===== config.mk =====
export PLATFORM = sky130hd
export DESIGN_NAME = cu_fsm_mc
export DESIGN_NICKNAME = d
export VERILOG_FILES = /design/src/rtl/cu_mc_pkg.sv /design/src/rtl/cu_irq_prio.sv /design/src/rtl/cu_fsm_mc.sv
export SDC_FILE = /design/constraint.sdc
export NUM_CORES = 1
export LEC_CHECK = 0
export BUFFER_PORTS_ARGS = -buffer_cell sky130_fd_sc_hd__buf_2
export CAP_MARGIN = 10
export CELL_PAD_IN_SITES_DETAIL_PLACEMENT = 1
export CELL_PAD_IN_SITES_GLOBAL_PLACEMENT = 2
export CORE_MARGIN = 3
export CORE_UTILIZATION = 29
export CTS_BUF_LIST = sky130_fd_sc_hd__clkbuf_8
export DETAILED_ROUTE_END_ITERATION = 12
export GPL_TIMING_DRIVEN = 0
export MAX_ROUTING_LAYER = met4
export PLACE_DENSITY_LB_ADDON = 0.1
export SLEW_MARGIN = 20
export SYNTH_ARGS = -nofsm -noshare
export SYNTH_HDL_FRONTEND = slang
export SYNTH_SLANG_ARGS = --single-unit

===== constraint.sdc =====
create_clock -name clk -period 2.5 [get_ports clk]
set_clock_uncertainty 0.2 [all_clocks]
set_input_delay 0.25 -clock clk [delete_from_list [all_inputs] [get_ports clk]]
set_output_delay 0.25 -clock clk [all_outputs]
set_load 0.02 [all_outputs]

===== src/rtl/cu_mc_pkg.sv =====
// Shared types and constants for the OTTER multi-cycle control unit.
// Opcode/func3 encodings follow the RV32I base ISA.
package cu_mc_pkg;

  typedef enum logic [6:0] {
    LUI    = 7'b0110111,
    AUIPC  = 7'b0010111,
    JAL    = 7'b1101111,
    JALR   = 7'b1100111,
    BRANCH = 7'b1100011,
    LOAD   = 7'b0000011,
    STORE  = 7'b0100011,
    OP_IMM = 7'b0010011,
    OP_RG3 = 7'b0110011,
    CSR    = 7'b1110011
  } opcode_t;

  typedef enum logic [2:0] {
    MRET  = 3'b000,
    CSRRW = 3'b001
  } csr_func3_t;

  typedef enum logic [2:0] {
    FETCH,
    DECODE,
    MEM_WAIT,
    WRITEBACK,
    TRAP
  } state_t;

  localparam logic [1:0] EXC_NONE    = 2'b00;
  localparam logic [1:0] EXC_ILLEGAL = 2'b01;
  localparam logic [1:0] EXC_BUS     = 2'b10;

  function automatic int id_width(input int num_irq);
    return (num_irq > 1) ? $clog2(num_irq) : 1;
  endfunction

  // A zero timeout still needs a one-bit counter to keep the declarations legal.
  function automatic int cnt_width(input int timeout);
    return (timeout < 1) ? 1 : $clog2(timeout + 1);
  endfunction

endpackage


===== src/rtl/cu_irq_prio.sv =====
// Combinational priority encoder: reports whether any line is pending and
// the lowest pending index.
module cu_irq_prio
  import cu_mc_pkg::*;
#(
  parameter  int NUM_IRQ = 4,
  localparam int IDW     = id_width(NUM_IRQ)
) (
  input  logic [NUM_IRQ-1:0] pend,
  output logic               any,
  output logic [IDW-1:0]     id
);

  // Scanning from the top down lets the lowest set index win by overwriting.
  always_comb begin
    any = |pend;
    id  = '0;
    for (int i = NUM_IRQ - 1; i >= 0; i--) begin
      if (pend[i]) id = IDW'(i);
    end
  end

endmodule


===== src/rtl/cu_fsm_mc.sv =====
// Multi-cycle OTTER control unit with ready/valid memory waits, bounded
// timeouts, precise exceptions and a vectored interrupt entry.
module cu_fsm_mc
  import cu_mc_pkg::*;
#(
  parameter  int NUM_IRQ     = 4,
  parameter  int MEM_TIMEOUT = 15,
  localparam int IDW         = id_width(NUM_IRQ)
) (
  input  logic               clk,
  input  logic               RST,
  input  logic [6:0]         opcode,
  input  logic [2:0]         func3,
  input  logic               imem_ready,
  input  logic               dmem_ready,
  input  logic               mie,
  input  logic [NUM_IRQ-1:0] irq,
  input  logic [NUM_IRQ-1:0] irq_en,
  output logic               pcWrite,
  output logic               regWrite,
  output logic               memWE2,
  output logic               memRDEN1,
  output logic               memRDEN2,
  output logic               csr_WE,
  output logic               mret_exec,
  output logic               int_taken,
  output logic               exc_taken,
  output logic [1:0]         exc_code,
  output logic [IDW-1:0]     int_id
);

  localparam int               CNT_W      = cnt_width(MEM_TIMEOUT);
  localparam bit               TIMEOUT_ON = (MEM_TIMEOUT > 0);
  localparam logic [CNT_W-1:0] CNT_LAST   = CNT_W'((MEM_TIMEOUT > 0) ? MEM_TIMEOUT - 1 : 0);

  state_t           r_state;
  logic [CNT_W-1:0] r_wait_cnt;
  logic [1:0]       r_exc_code;
  logic [IDW-1:0]   r_int_id;
  logic             r_is_store;

  state_t           w_next;
  opcode_t          w_op;
  csr_func3_t       w_f3;
  logic [NUM_IRQ-1:0] w_pend;
  logic             w_irq_any;
  logic [IDW-1:0]   w_irq_id;
  logic             w_expired;
  logic             w_complete;
  logic             w_illegal;
  logic             w_exc_set;
  logic [1:0]       w_exc_new;
  logic             w_int_set;

  logic             w_pc_write, w_reg_write, w_mem_we2, w_mem_rden1, w_mem_rden2;
  logic             w_csr_we, w_mret, w_int_taken, w_exc_taken;
  logic [1:0]       w_exc_code;
  logic [IDW-1:0]   w_int_id;

  assign w_op      = opcode_t'(opcode);
  assign w_f3      = csr_func3_t'(func3);
  assign w_pend    = irq & irq_en & {NUM_IRQ{mie}};
  // The counter reads N-1 on the N-th waiting cycle, so the last allowed cycle is CNT_LAST.
  assign w_expired = TIMEOUT_ON && (r_wait_cnt == CNT_LAST);

  cu_irq_prio #(.NUM_IRQ(NUM_IRQ)) u_irq_prio (
    .pend (w_pend),
    .any  (w_irq_any),
    .id   (w_irq_id)
  );

  // NOTE: every signal written here gets a default first, so no path leaves one unassigned (no latches).
  always_comb begin
    w_next      = r_state;
    w_complete  = 1'b0;
    w_illegal   = 1'b0;
    w_exc_set   = 1'b0;
    w_exc_new   = EXC_NONE;
    w_int_set   = 1'b0;
    w_pc_write  = 1'b0;
    w_reg_write = 1'b0;
    w_mem_we2   = 1'b0;
    w_mem_rden1 = 1'b0;
    w_mem_rden2 = 1'b0;
    w_csr_we    = 1'b0;
    w_mret      = 1'b0;
    w_int_taken = 1'b0;
    w_exc_taken = 1'b0;
    w_exc_code  = EXC_NONE;
    w_int_id    = '0;

    case (r_state)
      FETCH: begin
        w_mem_rden1 = 1'b1;
        if (imem_ready) begin
          w_next = DECODE;
        end else if (w_expired) begin
          w_next    = TRAP;
          w_exc_set = 1'b1;
          w_exc_new = EXC_BUS;
        end
      end

      DECODE: begin
        case (w_op)
          LUI, AUIPC, JAL, JALR, OP_IMM, OP_RG3: begin
            w_reg_write = 1'b1;
            w_pc_write  = 1'b1;
            w_complete  = 1'b1;
          end
          BRANCH: begin
            w_pc_write = 1'b1;
            w_complete = 1'b1;
          end
          LOAD: begin
            w_mem_rden2 = 1'b1;
            w_next      = MEM_WAIT;
          end
          STORE: begin
            w_mem_we2 = 1'b1;
            w_next    = MEM_WAIT;
          end
          CSR: begin
            case (w_f3)
              CSRRW: begin
                w_csr_we    = 1'b1;
                w_reg_write = 1'b1;
                w_pc_write  = 1'b1;
                w_complete  = 1'b1;
              end
              MRET: begin
                w_mret     = 1'b1;
                w_pc_write = 1'b1;
                w_complete = 1'b1;
              end
              default: w_illegal = 1'b1;
            endcase
          end
          default: w_illegal = 1'b1;
        endcase
      end

      MEM_WAIT: begin
        w_mem_we2   = r_is_store;
        w_mem_rden2 = !r_is_store;
        if (dmem_ready) begin
          if (r_is_store) begin
            w_pc_write = 1'b1;
            w_complete = 1'b1;
          end else begin
            w_next = WRITEBACK;
          end
        end else if (w_expired) begin
          w_next    = TRAP;
          w_exc_set = 1'b1;
          w_exc_new = EXC_BUS;
        end
      end

      WRITEBACK: begin
        w_reg_write = 1'b1;
        w_mem_rden2 = 1'b1;
        w_pc_write  = 1'b1;
        w_complete  = 1'b1;
      end

      TRAP: begin
        w_pc_write = 1'b1;
        w_next     = FETCH;
        if (r_exc_code != EXC_NONE) begin
          w_exc_taken = 1'b1;
          w_exc_code  = r_exc_code;
        end else begin
          w_int_taken = 1'b1;
          w_int_id    = r_int_id;
        end
      end

      default: w_next = FETCH;
    endcase

    if (w_illegal) begin
      w_next    = TRAP;
      w_exc_set = 1'b1;
      w_exc_new = EXC_ILLEGAL;
    end

    // Interrupts are only considered on the cycle that retires an instruction.
    if (w_complete) begin
      if (w_irq_any) begin
        w_next    = TRAP;
        w_int_set = 1'b1;
      end else begin
        w_next = FETCH;
      end
    end
  end

  // NOTE: sequential state uses non-blocking assignments so all registers update from pre-edge values.
  always_ff @(posedge clk or posedge RST) begin
    if (RST) begin
      r_state    <= FETCH;
      r_wait_cnt <= '0;
      r_exc_code <= EXC_NONE;
      r_int_id   <= '0;
      r_is_store <= 1'b0;
    end else begin
      r_state <= w_next;

      if (w_next != r_state) begin
        r_wait_cnt <= '0;
      end else if ((r_state == FETCH || r_state == MEM_WAIT) && (r_wait_cnt != '1)) begin
        r_wait_cnt <= r_wait_cnt + CNT_W'(1);
      end

      if (w_next == FETCH) begin
        r_exc_code <= EXC_NONE;
        r_int_id   <= '0;
      end else begin
        if (w_exc_set) r_exc_code <= w_exc_new;
        if (w_int_set) r_int_id   <= w_irq_id;
      end

      if (r_state == DECODE) r_is_store <= (w_op == STORE);
    end
  end

  // Reset also masks the outputs so FETCH's memRDEN1 cannot leak while RST is held.
  assign pcWrite   = !RST && w_pc_write;
  assign regWrite  = !RST && w_reg_write;
  assign memWE2    = !RST && w_mem_we2;
  assign memRDEN1  = !RST && w_mem_rden1;
  assign memRDEN2  = !RST && w_mem_rden2;
  assign csr_WE    = !RST && w_csr_we;
  assign mret_exec = !RST && w_mret;
  assign int_taken = !RST && w_int_taken;
  assign exc_taken = !RST && w_exc_taken;
  assign exc_code  = RST ? EXC_NONE : w_exc_code;
  assign int_id    = RST ? '0 : w_int_id;

endmodule


==> results.sh <==
export IMPL_wl_per_cell_um=14.7
export IMPL_synth_seq_area_share=0.294
export IMPL_clock_latency_ps=240
export IMPL_dpl_hpwl_mm=2.50
export IMPL_fp_row_count=20
export IMPL_ys_seq_elements=12
export IMPL_via_per_inst=5.35
export IMPL_max_cap_violations=0
export IMPL_place_congestion=0.819
export IMPL_syn_avg_cell_area_um2=8.37
export IMPL_die_h_um=65.3
export IMPL_antenna_diode_count=0
export IMPL_cts_max_level=1
export IMPL_grt_antenna_before_repair=0
export IMPL_numCtsBuffers=3
export IMPL_fmax_ghz=0.413
export IMPL_ant_nets=0
export IMPL_hp_class="input port to flop"
export IMPL_period_needed_ps=2420
export IMPL_io_buffers=35
export IMPL_p_per_area_nw_per_um2=711
export IMPL_synthCells=122
export IMPL_finalWirelength_mm=3.04
export IMPL_syn_area_um2=1020
export IMPL_synth_async_sr_flop_share=1.00
export IMPL_yosys_area_top_type="dfrtp_1"
export IMPL_drc=0
export IMPL_grt_ovfl_total=0
export IMPL_design_area_um2=1350
export IMPL_clock_sinks=12
export IMPL_grt_setup_unrepaired="false"
export IMPL_first_iter_violations=27
export IMPL_die_x_um=65.3
export IMPL_fin_crit_sh=0.969
export IMPL_crit_arrival_ps=1970
export IMPL_place_area_um2=1250
export IMPL_crit_path_end_kind="output port"
export IMPL_core_area_um2=3200
export IMPL_drive_gt1_frac=0.362
export IMPL_synth_edf_count=0
export IMPL_cts_root_buf="clkbuf_8"
export IMPL_synth_top_area_frac=0.294
export IMPL_tightest_slew_ps=595
export IMPL_peakVddDrop_mv=0.575
export IMPL_hold_viol=0
export IMPL_crit_type="flop to output port"
export IMPL_syn2layout_area_growth_pct=32.0
export IMPL_synth_fp_nets=147
export IMPL_die_area_um2=4270
export IMPL_ys_warnings_count=0
export IMPL_cts_clk_slew_worst_paths_ps=60
export IMPL_cts_tree="built"
export IMPL_vias=1107
export IMPL_grt_pass1_vias=1069
export IMPL_leakage_nw=0.612
export IMPL_synth_area_leaders="dfrtp_1 29%, nor3_1 4.9%, nand2_1 4.8%"
export IMPL_grt_max_degree=14
export IMPL_setup_tns_ps=0
export IMPL_final_max_slew_viol_count=0
export IMPL_synth_main_ff_cell="dfrtp_1"
export IMPL_crit_fanout=7
export IMPL_cp_start_kind="flop"
export IMPL_setup_viol=0
export IMPL_drtPass1Iterations=4
export IMPL_status="finished clean"
export IMPL_clockBufferDepth=2
export IMPL_ys_types=45
export IMPL_grt_usage=0.157
export IMPL_grt_first_pass_wirelength_mm=5.10
export IMPL_ios=36
export IMPL_finalNetCount=189
export IMPL_slew_headroom=0.599
export IMPL_required_ps=2050
export IMPL_start_util=0.319
critical path, cell delays in order (launching register included):
cell and delay, ps:
dfrtp_1 420, or3b_1 350, buf_2 180, and4bb_2 340, nor3_2 70, o21ai_1 180
buf_2 190
per-layer routing:
layer	global-route usage	vias up	wire length, µm
li1	-	543	-
met1	0.212	536	1440
met2	0.239	25	1420
met3	0.0444	3	160
met4	0.0233	0	11
met5	-	-	0
logic make-up (layout without fill, tap and decap cells):
family	count (synthesis)	after routing	share of synthesized area
simple gates	60	60	0.331
compound gates	31	31	0.250
flops	12	12	0.294
buf+inv	11	52	0.0441
xor+xnor	3	3	0.0257
mux	3	3	0.0306
fa+ha+maj	2	2	0.0245
where the power goes:
part / internal, mW / total (mW) / switching, mW
sequential: 0.229 / 0.263 / 0.0340
clock: 0.139 / 0.217 / 0.0772
combinational: 0.180 / 0.479 / 0.299
total: 0.548 / 0.958 / 0.410
cell usage in the layout, fill, tap and decap left out, drive strengths merged, types with 2 or more instances in the layout:
cell	Yosys	routed
buf	4	40
nand2	13	13
dfrtp	12	12
nor3	10	10
a21oi	7	7
inv	7	6
nor2	6	6
nand3	6	6
o21ai	5	5
nand4	4	4
and2	4	4
clkbuf	0	4
a31oi	4	4
nor4	4	4
or3b	3	3
and4bb	2	2
nand2b	2	2
o21bai	2	2
xor2	2	2
and3	2	2
mux2i	2	2
ha	2	2
a41oi	2	2
o31ai	2	2
stage by stage:
step	util	std cells	power, mW	hold slack (ps)	setup slack [ps]
finish	0.421	207	0.958	134	78.1
global route	0.421	207	1.03	155	19.0
CTS	0.416	206	0.972	126	2.76
detailed placement	0.391	201	0.736	194	97.4
floorplan	-	122	0.602	-77.2	283
global placement	0.391	201	0.725	191	102
worst paths after layout:
kind	startpoint	end	slack, ps	depth (start not counted)
max	r_state[2]$_DFF_PP0_	pcWrite	80	6
min	opcode[5]	r_is_store$_DFFE_PP0N_	130	3
max reg2reg	r_state[0]$_DFF_PP0_	r_wait_cnt[3]$_DFFE_PP0P_	190	7
min reg2reg	r_int_id[0]$_DFFE_PP0P_	r_int_id[0]$_DFFE_PP0P_	350	2
max in group asynchronous	RST	r_wait_cnt[0]$_DFFE_PP0P_	1500	3
min in group asynchronous	RST	r_state[2]$_DFF_PP0_	390	3
cell type report:
| cell class | count | area [µm²] |
|---|---|---|
| Tap cell | 44 | 55.1 |
| Inverter | 7 | 30.0 |
| Timing Repair Buffer | 37 | 193 |
| Multi-Input combinational cell | 99 | 694 |
| Buffer | 4 | 20.0 |
| Sequential cell | 12 | 300 |
| Clock buffer | 4 | 55.1 |
| Fill cell | 416 | 1860 |
cell usage after synthesis, types with 2 or more instances:
| master | count |
|---|---|
| a21oi_1 | 7 |
| a31oi_1 | 3 |
| and2_1 | 4 |
| and3_1 | 2 |
| buf_2 | 3 |
| dfrtp_1 | 12 |
| ha_1 | 2 |
| inv_1 | 7 |
| mux2i_1 | 2 |
| nand2_1 | 13 |
| nand2b_1 | 2 |
| nand3_1 | 6 |
| nand4_1 | 4 |
| nor2_1 | 6 |
| nor3_1 | 10 |
| nor4_1 | 4 |
| o21ai_0 | 3 |
| o21ai_1 | 2 |
| o21bai_1 | 2 |
| or3b_1 | 2 |
| xor2_1 | 2 |
what timing repair did:
action                                  4_1_cts  5_1_grt
endpoints found under the hold margin        12        0
pin swaps                                     0        2
buffers inserted                              0        1
resized for setup                             4        3
hold buffers                                  1        0
endpoints found under the setup margin        5        3
sequential cells by signal (all words and copies together) (netlist names):
name	flops
r_exc_code	2
r_int_id	2
r_wait_cnt	4
r_state	3
r_is_store	1
(Power assumes the default switching activity.)
